--- src/rtl/hub75_rx.sv ---
// hub75_rx: HUB75 receiver that rebuilds shifted-in lines into a ready/valid pixel stream
// through ping-pong line buffers.
module hub75_rx #(
   parameter int WIDTH       = 32,
   parameter int COL_BITS    = 5,
   parameter int ROW_BITS    = 4,
   parameter int SYNC_STAGES = 2
) (
   input  logic                clk,
   input  logic                rst,
   input  logic [1:0]          hub_r,
   input  logic [1:0]          hub_g,
   input  logic [1:0]          hub_b,
   input  logic [ROW_BITS-1:0] hub_row,
   input  logic                hub_clk,
   input  logic                hub_lat,
   output logic                px_valid,
   input  logic                px_ready,
   output logic [ROW_BITS-1:0] px_row,
   output logic [COL_BITS-1:0] px_col,
   output logic [5:0]          px_data,
   output logic                px_last,
   output logic                frame_start,
   output logic                err_len,
   output logic                overflow
);
   localparam int IW = 8 + ROW_BITS;
   localparam int CLK_B = ROW_BITS + 6;
   localparam int LAT_B = ROW_BITS + 7;
   localparam logic [COL_BITS:0] W_CNT = (COL_BITS+1)'(WIDTH);
   typedef enum logic [1:0] {IDLE, LOAD, SEND} state_t;
   logic [1:0]                      r_rst_s;
   logic                            w_rst;
   logic [SYNC_STAGES:0][IW-1:0]    r_sync;
   logic [IW-1:0]                   w_last;
   logic [5:0]                      w_data;
   logic [ROW_BITS-1:0]             w_row;
   logic                            r_clk_rise, r_lat_rise;
   logic [COL_BITS:0]               r_col_cnt, w_cnt_eff;
   logic                            r_line_bad, w_bad_eff, w_room, w_shift;
   logic                            w_good, w_commit, w_swap, w_end;
   logic                            r_wbank, r_rbank;
   logic [1:0]                      r_full, w_free, w_full_n;
   logic [1:0][ROW_BITS-1:0]        r_row_buf;
   logic [COL_BITS-1:0]             w_widx, w_ncol;
   logic [5:0]                      r_mem [2][WIDTH];
   state_t                          r_state;
   // Reset asserts immediately but releases only on a clock edge.
   always_ff @(posedge clk or posedge rst)
      if (rst) r_rst_s <= 2'b11;
      else     r_rst_s <= {r_rst_s[0], 1'b0};
   assign w_rst = r_rst_s[1];
   always_ff @(posedge clk or posedge w_rst)
      if (w_rst) begin
         r_sync     <= '0;
         r_clk_rise <= 1'b0;
         r_lat_rise <= 1'b0;
      end else begin
         r_sync     <= {r_sync[SYNC_STAGES-1:0],
                        {hub_lat, hub_clk, hub_row, hub_r[1], hub_g[1], hub_b[1], hub_r[0], hub_g[0], hub_b[0]}};
         r_clk_rise <= r_sync[SYNC_STAGES-1][CLK_B] & ~r_sync[SYNC_STAGES][CLK_B];
         r_lat_rise <= r_sync[SYNC_STAGES-1][LAT_B] & ~r_sync[SYNC_STAGES][LAT_B];
      end
   // The last stage lines up with the registered edge pulses.
   assign w_last    = r_sync[SYNC_STAGES];
   assign w_data    = w_last[5:0];
   assign w_row     = w_last[ROW_BITS+5:6];
   assign w_room    = r_col_cnt < W_CNT;
   assign w_shift   = r_clk_rise & w_room;
   assign w_cnt_eff = r_col_cnt + {{COL_BITS{1'b0}}, w_shift};
   assign w_bad_eff = r_line_bad | (r_clk_rise & ~w_room);
   assign w_good    = r_lat_rise & (w_cnt_eff == W_CNT) & ~w_bad_eff;
   assign w_commit  = w_good & ~r_full[r_wbank];
   assign w_widx    = COL_BITS'(W_CNT - (COL_BITS+1)'(1) - r_col_cnt);
   assign w_end     = (r_state == SEND) & px_ready & px_last;
   assign w_free    = w_end ? (2'b01 << r_rbank) : 2'b00;
   assign w_full_n  = r_full & ~w_free;
   // A full shift bank is re-aimed at the other bank once it frees, but only between lines.
   assign w_swap    = (w_commit | (r_full[r_wbank] & (r_col_cnt == '0) & ~r_clk_rise)) & ~w_full_n[~r_wbank];
   assign w_ncol    = px_col + COL_BITS'(1);
   always_ff @(posedge clk)
      if (w_shift & ~r_full[r_wbank]) r_mem[r_wbank][w_widx] <= w_data;
   always_ff @(posedge clk or posedge w_rst)
      if (w_rst) begin
         r_col_cnt   <= '0;
         r_line_bad  <= 1'b0;
         r_wbank     <= 1'b0;
         r_full      <= 2'b00;
         r_row_buf   <= '0;
         frame_start <= 1'b0;
         err_len     <= 1'b0;
         overflow    <= 1'b0;
      end else begin
         r_col_cnt   <= r_lat_rise ? '0 : w_cnt_eff;
         r_line_bad  <= ~r_lat_rise & w_bad_eff;
         r_full      <= w_full_n | ({1'b0, w_commit} << r_wbank);
         if (w_commit) r_row_buf[r_wbank] <= w_row;
         if (w_swap) r_wbank <= ~r_wbank;
         frame_start <= w_commit & (w_row == '0);
         err_len     <= r_lat_rise & ~w_good;
         overflow    <= w_good & r_full[r_wbank];
      end
   always_ff @(posedge clk or posedge w_rst)
      if (w_rst) begin
         r_state  <= IDLE;
         r_rbank  <= 1'b0;
         px_valid <= 1'b0;
         px_row   <= '0;
         px_col   <= '0;
         px_data  <= '0;
         px_last  <= 1'b0;
      end else begin
         case (r_state)
            IDLE: if (r_full[r_rbank]) r_state <= LOAD;
            LOAD: begin
               px_valid <= 1'b1;
               px_col   <= '0;
               px_data  <= r_mem[r_rbank][0];
               px_row   <= r_row_buf[r_rbank];
               px_last  <= 1'b0;
               r_state  <= SEND;
            end
            SEND: if (px_ready) begin
               if (px_last) begin
                  px_valid <= 1'b0;
                  px_last  <= 1'b0;
                  r_rbank  <= ~r_rbank;
                  r_state  <= r_full[~r_rbank] ? LOAD : IDLE;
               end else begin
                  px_col  <= w_ncol;
                  px_data <= r_mem[r_rbank][w_ncol];
                  px_last <= w_ncol == COL_BITS'(WIDTH-1);
               end
            end
            default: r_state <= IDLE;
         endcase
      end
endmodule

--- config.mk ---
export PLATFORM = sky130hd
export DESIGN_NAME = hub75_rx
export DESIGN_NICKNAME = d
export VERILOG_FILES = /design/src/rtl/hub75_rx.sv
export SDC_FILE = /design/constraint.sdc
export NUM_CORES = 1
export LEC_CHECK = 0
export ABC_AREA = 1
export CAP_MARGIN = 15
export CORE_ASPECT_RATIO = 0.8
export CORE_UTILIZATION = 45
export CTS_CLUSTER_DIAMETER = 50
export DETAILED_ROUTE_END_ITERATION = 12
export GPL_TIMING_DRIVEN = 0
export PLACE_DENSITY = 0.62
export SKIP_CTS_REPAIR_TIMING = 1
export SYNTH_ARGS = -nofsm -noshare
export SYNTH_HDL_FRONTEND = slang
export SYNTH_SLANG_ARGS = --single-unit
--- constraint.sdc ---
create_clock -name clk -period 2.6 [get_ports clk]
set_input_delay 0.65 -clock clk [delete_from_list [all_inputs] [get_ports clk]]
set_output_delay 0.65 -clock clk [all_outputs]
set_load 0.01 [all_outputs]
==> results.cfg <==
[run_status]
outcome = complete, but fails checks
violations = negative setup slack

[sta]
maxSlewViolCount = 0
timing.slew.headroom = 0.158
setup_violations = 69
rsz0062_at_grt = true
hold_viol_final = 0
fin_skew_ns = 0.0163
timing.final.crit_share = 1.12
layout_setup_ws_ns = -0.300
period_needed_ns = 2.90
worstMarginPinSlew_ns = 1.26
max_clock_freq_mhz = 345

[floorplanning]
io_pins = 35
initial_core_util = 0.461
die-area_um2 = 43000
die_h_um = 186
core.rowCount = 66
core_um2 = 41100
die_x_um = 232

[final_layout]
regArea_um2 = 13600
area_growth_pct = 17.3
finish.utilization = 0.541
antenna_cells = 0
final_nets = 1851
fill_cells = 3525
final_cell_mix = 466 x nand2_1, 384 x edfxtp_1, 224 x nor2_1
mostFrequentLayoutCell = nand2_1
final_layout_size_suffix_gt1_frac = 0.126
multi_input_area_um2 = 5130
final_cells = 2411

[power_and_ir_drop]
seqPwrFrac = 0.426
intPower_mw = 13.4
cellPowerDensity_nw_per_um2 = 880
max-vdd-ir-drop_mv = 0.539
power.share.clock = 0.332
power_mw = 19.6
p_sw_mw = 6.22
p_sw_frac = 0.318
p_leak_nw = 8.51
pwr-share-comb = 0.242

[logic_synthesis]
synth.avg_cell_area_um2 = 11.0
synth_top_area_share = 0.608
synth-seq-cells = 465
syn_area_um2 = 19000
synthTopCellsByArea = edfxtp_1 61%, dfrtp_1 10%, nand2_1 9.2%
ys_warn_count = 0
syn_inst = 1730
synth.distinct_cells = 28
synth_seq_area_share = 0.715
yosys.area.top_type = edfxtp_1
synth_fp_nets = 1749

[grt]
grt_pass1_wl_um = 81200
grt_usage = 0.262
grt_pass1_vias = 12600
grt_max_degree = 65
antenna_found_initial = 0
overflow = 0

[run]
cap_viol_max_count = 0

[placement]
post-place-ws_ns = -1.31
dp_hpwl_um = 38200
dp_cells = 2320
gp_routability_congestion = 0.984
numPortBuffers = 34

[critical_path]
crit_type = flop to flop
reg2regPathDepth = 10
critPathArrivalTime_ns = 3.17
crit_fanout = 8
startpoint_type = flop
required_ns = 2.87
cp-end-kind = flop

[clock_tree]
cts_tree = built
cts_buffers = 46
clk_latency_ns = 0.57
cts_num_sinks = 465
cts_max_path_buffers = 3
cts_root_buf = clkbuf_16
htreeDepth = 2
clkTransAtPathRegs_ns = 0.07

[route]
drc = 0
drtIter0Drc = 1871
drt-total-wl_um = 55900
num_vias = 13700
avgRoutedWirePerCell_um = 23.2
drtAntennaViolNets = 0
dr.pass1.iters = 6
vias_per_cell = 5.68

[hold_path]
hp-class = flop to asynchronous set/reset pin
-- power by group through the flow --
stage	registers [mW]	clock network [mW]	logic, mW
after global routing	8.35	6.81	4.99
after floorplan	8.50	0	2.39
after global placement	8.55	0	4.08
after detailed placement	8.49	0	4.19
final	8.34	6.50	4.75
after CTS	8.34	6.54	4.21
-- cells by family (layout without fill, tap and decap cells) --
logic type                 count (synthesis)  after routing  share of synthesized area
and+or+nand+nor                          953            953                      0.206
adders and majority gates                  4              4                    0.00264
AOI/OAI and AO/OA                        127            127                     0.0340
buffers and inverters                    172            309                     0.0386
xor gates and xnor gates                   8              8                    0.00409
DFF                                      465            465                      0.715
other                                      1              1                   0.000198
-- routing by layer --
| layer | track usage | part of all wire |
|---|---|---|
| met1 | 0.390 | 0.42 |
| met2 | 0.377 | 0.43 |
| met3 | 0.0653 | 0.12 |
| met4 | 0.0787 | 0.032 |
| met5 | 0 | 0 |
-- worst paths after layout --
| path | startpoint | end | slack [ns] |
|---|---|---|---|
| min in group clk | r_sync[16]$_DFF_PP0_ | w_last[4]$_DFF_PP0_ | 0.35 |
| worst max register to register | r_wbank$_DFFE_PP0P_ | r_mem[1][99]$_DFFE_PP_ | -0.30 |
| max in group asynchronous | r_rst_s[1]$_DFF_PP1_ | w_last[0]$_DFF_PP0_ | 1.81 |
| worst min-delay path | r_rst_s[1]$_DFF_PP1_ | w_last[4]$_DFF_PP0_ | 0.18 |
| worst min register to register | r_rst_s[1]$_DFF_PP1_ | w_last[4]$_DFF_PP0_ | 0.18 |
| worst max-delay path | r_wbank$_DFFE_PP0P_ | r_mem[1][99]$_DFFE_PP_ | -0.30 |
-- worst max-delay path, stage by stage (launching register included) --
cell and delay, ns:
dfrtp_1 0.32, buf_4 0.17, inv_2 0.10, nor2_2 0.16, nor2_1 0.09, inv_2 0.07, nand2_1 0.15, nor2_2 0.49
inv_1 0.35, nor3_2 0.44, clkbuf_2 0.26
-- flip-flops by register name (all words and copies together) (netlist names), 2 cells and up --
name / cells
px_col: 5
px_data: 6
px_row: 4
r_col_cnt: 6
r_full: 2
r_mem: 384
r_row_buf: 8
r_rst_s: 2
r_state: 2
r_sync: 24
w_last: 12
-- area by class of cell --
| type | count | share of cell area |
|---|---|---|
| tap | 544 | 0.0306 |
| clock inverter | 24 | 0.00888 |
| timing repair buffer | 55 | 0.0268 |
| inverter | 79 | 0.0135 |
| clock buffer | 59 | 0.0562 |
| sequential | 465 | 0.610 |
| multi-input combinational | 1093 | 0.230 |
| buffer | 92 | 0.0239 |
-- synth_stat cells --
master	n
o32ai_1	1
buf_6	1
o21ai_1	5
inv_2	7
inv_1	72
ha_1	4
nand2_2	2
edfxtp_1	384
a31oi_1	5
xnor2_1	2
a21oi_1	2
nand4_1	2
buf_1	8
xor2_2	1
conb_1	1
buf_4	3
dfrtp_1	79
o21ai_0	114
xor2_1	5
nand2_1	466
nor2_1	237
nand3_1	190
nor2_2	1
nor3_2	2
clkbuf_1	27
dfstp_2	2
nor3_1	53
buf_2	54
-- metrics by stage --
step	hold WS [ns]	instance area (um2)	TNS (ns)
floorplan	0.331	19000	0
global placement	0.333	20000	-124.62
detailed placement	0.190	20200	-71.16
CTS	0.194	21600	-74.74
global route	0.214	22300	-14.54
finish	0.183	22300	-4.91
(Power assumes the default switching activity.)
